**config.mk**
```make
export PLATFORM = sky130hd
export DESIGN_NAME = hamm_decode_sched
export DESIGN_NICKNAME = d
export VERILOG_FILES = /design/src/rtl/hamm_decode_sched.sv
export SDC_FILE = /design/constraint.sdc
export NUM_CORES = 1
export LEC_CHECK = 0
export ABC_AREA = 1
export CAP_MARGIN = 20
export CORE_ASPECT_RATIO = 2
export CORE_MARGIN = 2
export CORE_UTILIZATION = 40
export DETAILED_ROUTE_END_ITERATION = 10
export PLACE_DENSITY_LB_ADDON = 0.08
export SLEW_MARGIN = 20
export SYNTH_ARGS = -nofsm -noshare
export SYNTH_HDL_FRONTEND = slang
export SYNTH_SLANG_ARGS = --single-unit
```
**constraint.sdc**
```tcl
create_clock -name clk -period 1.5 [get_ports clk]
set_clock_uncertainty 0.1 [all_clocks]
set_input_delay 0.3 -clock clk [delete_from_list [all_inputs] [get_ports clk]]
set_output_delay 0.3 -clock clk [all_outputs]
set_load 0.02 [all_outputs]
```
**src/rtl/hamm_decode_sched.sv**
```systemverilog
// hamm_decode_sched: one Hamming(7,4) SEC decoder shared by NREQ requesters
// through a round-robin arbiter. Results leave on a valid/ready port with the
// source index attached.
// Optional macro HAMM_SCHED_STATS_EN: enables the saturating err_count
// counter. Without it, err_count is tied to zero.
module hamm_decode_sched #(
  parameter int NREQ  = 4,
  parameter int SRC_W = 2
) (
  input  logic                 clk,
  input  logic                 rst_n,
  input  logic [NREQ-1:0]      req,
  input  logic [7*NREQ-1:0]    cw_in,
  output logic [NREQ-1:0]      ack,
  output logic                 out_valid,
  input  logic                 out_ready,
  output logic [3:0]           out_data,
  output logic [SRC_W-1:0]     out_src,
  output logic                 out_err,
  output logic [2:0]           out_syn,
  output logic                 busy,
  output logic [15:0]          err_count
);

  typedef enum logic [1:0] {S_IDLE, S_SYND, S_CORR, S_OUT} state_t;

  state_t             state_q, state_d;
  logic [SRC_W-1:0]   last_q, src_q, grant;
  logic [6:0]         cw_q, cw_sel, cw_fix, flip;
  logic [2:0]         syn_q, syn_d;
  logic [NREQ-1:0]    ack_q, ack_d;
  logic               any_req, hit_hi, hit_lo;
  logic [SRC_W-1:0]   g_hi, g_lo;
  logic [3:0]         out_data_q;
  logic [SRC_W-1:0]   out_src_q;
  logic               out_err_q;
  logic [2:0]         out_syn_q;

  // Round-robin pick: lowest requester above last wins, else wrap to the
  // lowest at or below last. Equivalent to scanning last+1, last+2, ... mod NREQ.
  always_comb begin
    hit_hi = 1'b0;
    hit_lo = 1'b0;
    g_hi   = '0;
    g_lo   = '0;
    for (int unsigned k = 0; k < NREQ; k++) begin
      if (req[k] && (k > 32'(last_q)) && !hit_hi) begin
        hit_hi = 1'b1;
        g_hi   = SRC_W'(k);
      end
      if (req[k] && (k <= 32'(last_q)) && !hit_lo) begin
        hit_lo = 1'b1;
        g_lo   = SRC_W'(k);
      end
    end
    any_req = hit_hi | hit_lo;
    grant   = hit_hi ? g_hi : g_lo;
    cw_sel  = '0;
    ack_d   = '0;
    for (int unsigned k = 0; k < NREQ; k++) begin
      if (SRC_W'(k) == grant) cw_sel = cw_in[7*k +: 7];
      ack_d[k] = any_req && (SRC_W'(k) == grant);
    end
  end

  // Syndrome of the captured word and single-bit correction (syn=p flips bit 7-p).
  always_comb begin
    syn_d = {cw_q[3] ^ cw_q[2] ^ cw_q[1] ^ cw_q[0],
             cw_q[5] ^ cw_q[4] ^ cw_q[1] ^ cw_q[0],
             cw_q[6] ^ cw_q[4] ^ cw_q[2] ^ cw_q[0]};
    flip  = '0;
    if (syn_q != 3'd0) flip = 7'(1) << (3'd7 - syn_q);
    cw_fix = cw_q ^ flip;
  end

  // Next-state logic and state-derived outputs.
  always_comb begin
    state_d   = state_q;
    out_valid = (state_q == S_OUT);
    busy      = (state_q != S_IDLE);
    unique case (state_q)
      S_IDLE:  if (any_req) state_d = S_SYND;
      S_SYND:  state_d = S_CORR;
      S_CORR:  state_d = S_OUT;
      S_OUT:   if (out_ready) state_d = S_IDLE;
      default: state_d = S_IDLE;
    endcase
  end

  // State register.
  always_ff @(posedge clk) begin
    if (!rst_n) state_q <= S_IDLE;
    else        state_q <= state_d;
  end

  // Capture, syndrome and result registers, each loaded in its own stage.
  always_ff @(posedge clk) begin
    if (!rst_n) begin
      last_q     <= SRC_W'(NREQ - 1);
      src_q      <= '0;
      cw_q       <= '0;
      syn_q      <= '0;
      ack_q      <= '0;
      out_data_q <= '0;
      out_src_q  <= '0;
      out_err_q  <= 1'b0;
      out_syn_q  <= '0;
    end else begin
      ack_q <= (state_q == S_IDLE) ? ack_d : '0;
      if (state_q == S_IDLE && any_req) begin
        cw_q   <= cw_sel;
        src_q  <= grant;
        last_q <= grant;
      end
      if (state_q == S_SYND) syn_q <= syn_d;
      if (state_q == S_CORR) begin
        out_data_q <= {cw_fix[4], cw_fix[2], cw_fix[1], cw_fix[0]};
        out_src_q  <= src_q;
        out_err_q  <= (syn_q != 3'd0);
        out_syn_q  <= syn_q;
      end
    end
  end

  assign ack      = ack_q;
  assign out_data = out_data_q;
  assign out_src  = out_src_q;
  assign out_err  = out_err_q;
  assign out_syn  = out_syn_q;

`ifdef HAMM_SCHED_STATS_EN
  logic [15:0] err_cnt_q;

  // Count corrected words on the CORR->OUT edge, saturating at all-ones.
  always_ff @(posedge clk) begin
    if (!rst_n) begin
      err_cnt_q <= '0;
    end else if (state_q == S_CORR && syn_q != 3'd0 && err_cnt_q != '1) begin
      err_cnt_q <= err_cnt_q + 16'd1;
    end
  end

  assign err_count = err_cnt_q;
`else
  assign err_count = '0;
`endif

endmodule

```
==> results.toml <==
[min_path]
min_path_type = "flip-flop to flip-flop"
min_to = "src_q[0]"
whs_path_depth = 2
min_from = "src_q[0]"

[drt]
routed_wl_um = 4180
via_per_inst = 4.62
ant_nets = 0
first_iter_violations = 15
drc = 0
wire_per_inst_um = 11.2
vias = 1724
firstDrtPassIters = 4

[finish]
final_cell_mix = "clkdlybuf4s50_1, dfxtp_1, nand2_1"
final_cell_area_um2 = 2790
final-instance-count-excl-fill = 373
nFillCells = 412
final_nets = 358
layout_commonest_cell = "clkdlybuf4s50_1"
antenna_cells = 0
drive_gt1_frac = 0.292
area_growth_syn_to_layout_pct = 53.1

[synthesis]
yosysUniqueCellTypes = 34
ys_ff_latch = 30
synth.area.top_cells = "dfxtp_1, buf_4, nand2_1"
synth-edff-count = 0
synth_top_area_share = 0.330
synthesis.area_um2 = 1820
seq_area_frac_synth = 0.330
synthFlopType = "dfxtp_1"
yosysTopAreaCell = "dfxtp_1"
yosys_warnings = 0
syn_area_per_cell_um2 = 7.56
async_flop_share = 0
netlist_instances = 241

[place]
dpl_worst_slack_ps = -675
dpl_cell_area_um2 = 2530
finalWeightedCongestion = 0.734
numPortBuffers = 50
dp_hpwl_um = 3340
dpl.cell_count = 360

[timing]
rsz0062_at_grt = "true"
setup_slack_ps = -143
setup_viol = 12
drv_slew = 0
hold_violations = 0
post-route-period-util = 1.10
fmax_ghz = 0.609
period_needed_ps = 1640

[floorplanning]
die_x_um = 51.7
core_um2 = 4380
die_area_um2 = 5140
pin_count = 67
die_height_um = 99.4
initial_core_util = 0.416
rows = 34

[setup_path]
r2r_start = "last_q[1]"
cp.required_ps = 1570
worst-path-max-fanout = 8
regToRegSetupSlack_ps = -140
worstSetupPathType = "flip-flop to flip-flop"
crit_path_end_kind = "flip-flop"
r2r_end = "src_q[0]"
critPathLaunchType = "flip-flop"
r2r_cells = 10
crit_arrival_ps = 1720

[cts]
path_clk_slew_ps = 60
root_buffer = "clkbuf_8"
clkLatencyLatePin_ps = 280
cts_hold_buf = 0
clkSinkCount = 30
htreeDepth = 2
cts_made_buffers = 5
cts_tree = "built"
clockBufferDepth = 2

[global_routing]
antenna_found_initial = 0
grt_pass1_vias = 1689
grt_first_pass_wirelength_um = 7040
grt_use_total = 0.178
grt_max_degree = 18
overflow = 0

[pwr]
pwr_density_cell_nw_per_um2 = 2060
power_w = 0.00575
leakage_nw = 1.27
ir_drop_v = 0.00133

[job]
maxCapViolCount = 0

[run_status]
status = "finished with violations"
violations = "negative setup slack"
final cells by class:
cell class                 instances  area (um2)  area share
clock inverter                     1        5.00     0.00179
multi-input combinational        172        1100       0.395
sequential                        30         611       0.219
clock buffer                       7        86.3      0.0310
timing repair buffer              81         805       0.288
inverter                          28         113      0.0404
tap                               54        67.6      0.0242
synthesized netlist by cell type (2+ instances only):
| cell | n |
|---|---|
| a21oi_2 | 7 |
| dfxtp_1 | 30 |
| ha_1 | 5 |
| nor2_4 | 2 |
| nand2_4 | 4 |
| inv_2 | 2 |
| nor2_1 | 16 |
| o21ai_1 | 2 |
| nor3_1 | 4 |
| nand3_1 | 19 |
| a211oi_1 | 2 |
| xnor2_1 | 9 |
| clkbuf_1 | 5 |
| o21ai_2 | 5 |
| xor2_1 | 4 |
| nand2_2 | 2 |
| nand2_1 | 32 |
| buf_4 | 17 |
| buf_6 | 2 |
| o21ai_0 | 15 |
| nand4_1 | 7 |
| inv_1 | 24 |
| a21oi_1 | 15 |
per-layer routing:
layer	up-vias	share of wire	track usage
met4	0	0.023	0.0891
met2	46	0.59	0.340
li1	903	-	-
met1	768	0.35	0.176
met5	-	0	0
met3	7	0.035	0.0240
power breakdown:
| part | switching (W) | internal (W) | total (W) |
|---|---|---|---|
| Combinational | 0.00188 | 0.00176 | 0.00364 |
| Sequential | 0.000300 | 0.00115 | 0.00145 |
| Clock | 0.000289 | 0.000369 | 0.000658 |
flip-flops by register name, indices dropped and copies added, names as in the netlist:
signal / cells
out_syn: 3
out_err: 1
out_data: 4
syn_q: 3
out_src: 2
cw_q: 7
ack: 4
last_q: 2
src_q: 2
state_q: 2
critical path, stage by stage, from the launching register on:
cell     delay [ps]
dfxtp_4         380
or2_4           260
nand2_2          80
nand2_4          60
inv_4            70
nand2_8          80
buf_4           140
buf_6           100
buf_4           140
nand2_2          60
a21oi_1          60
kinds of logic after synthesis:
family,Yosys count,synth area share
adders and majority gates,5,0.0343
and+or+nand+nor,90,0.246
AOI/OAI and AO/OA,48,0.161
xor gates and xnor gates,13,0.0625
buffers and inverters,54,0.164
other,1,0.00206
DFF,30,0.330
per-stage QoR:
step	utilization	setup TNS, ps	hold slack (ps)
final	0.636	-1420	366
after CTS	0.605	-1450	365
after floorplan	-	-422	338
after global routing	0.636	-2710	389
after global placement	0.577	-9180	352
after detailed placement	0.577	-9450	354
worst max-delay path by stage:
stage | slack, ps | cells after the start | endpoint | from
finish | -140 | 10 | src_q[0] | last_q[1]
global route | -270 | 10 | cw_q[6] | last_q[1]
CTS | -150 | 10 | cw_q[6] | last_q[1]
detailed placement | -670 | 12 | cw_q[6] | req[2]
global placement | -660 | 11 | cw_q[3] | req[2]
floorplan | -90 | 12 | cw_q[0] | last_q[1]
repair_timing:
| action | in CTS | in global routing |
|---|---|---|
| pin swaps | 8 | 12 |
| gates resized for setup | 36 | 36 |
| setup buffers | 2 | 3 |
| setup endpoints to repair | 33 | 19 |
No activity file was read; power rests on OpenSTA's default activity.
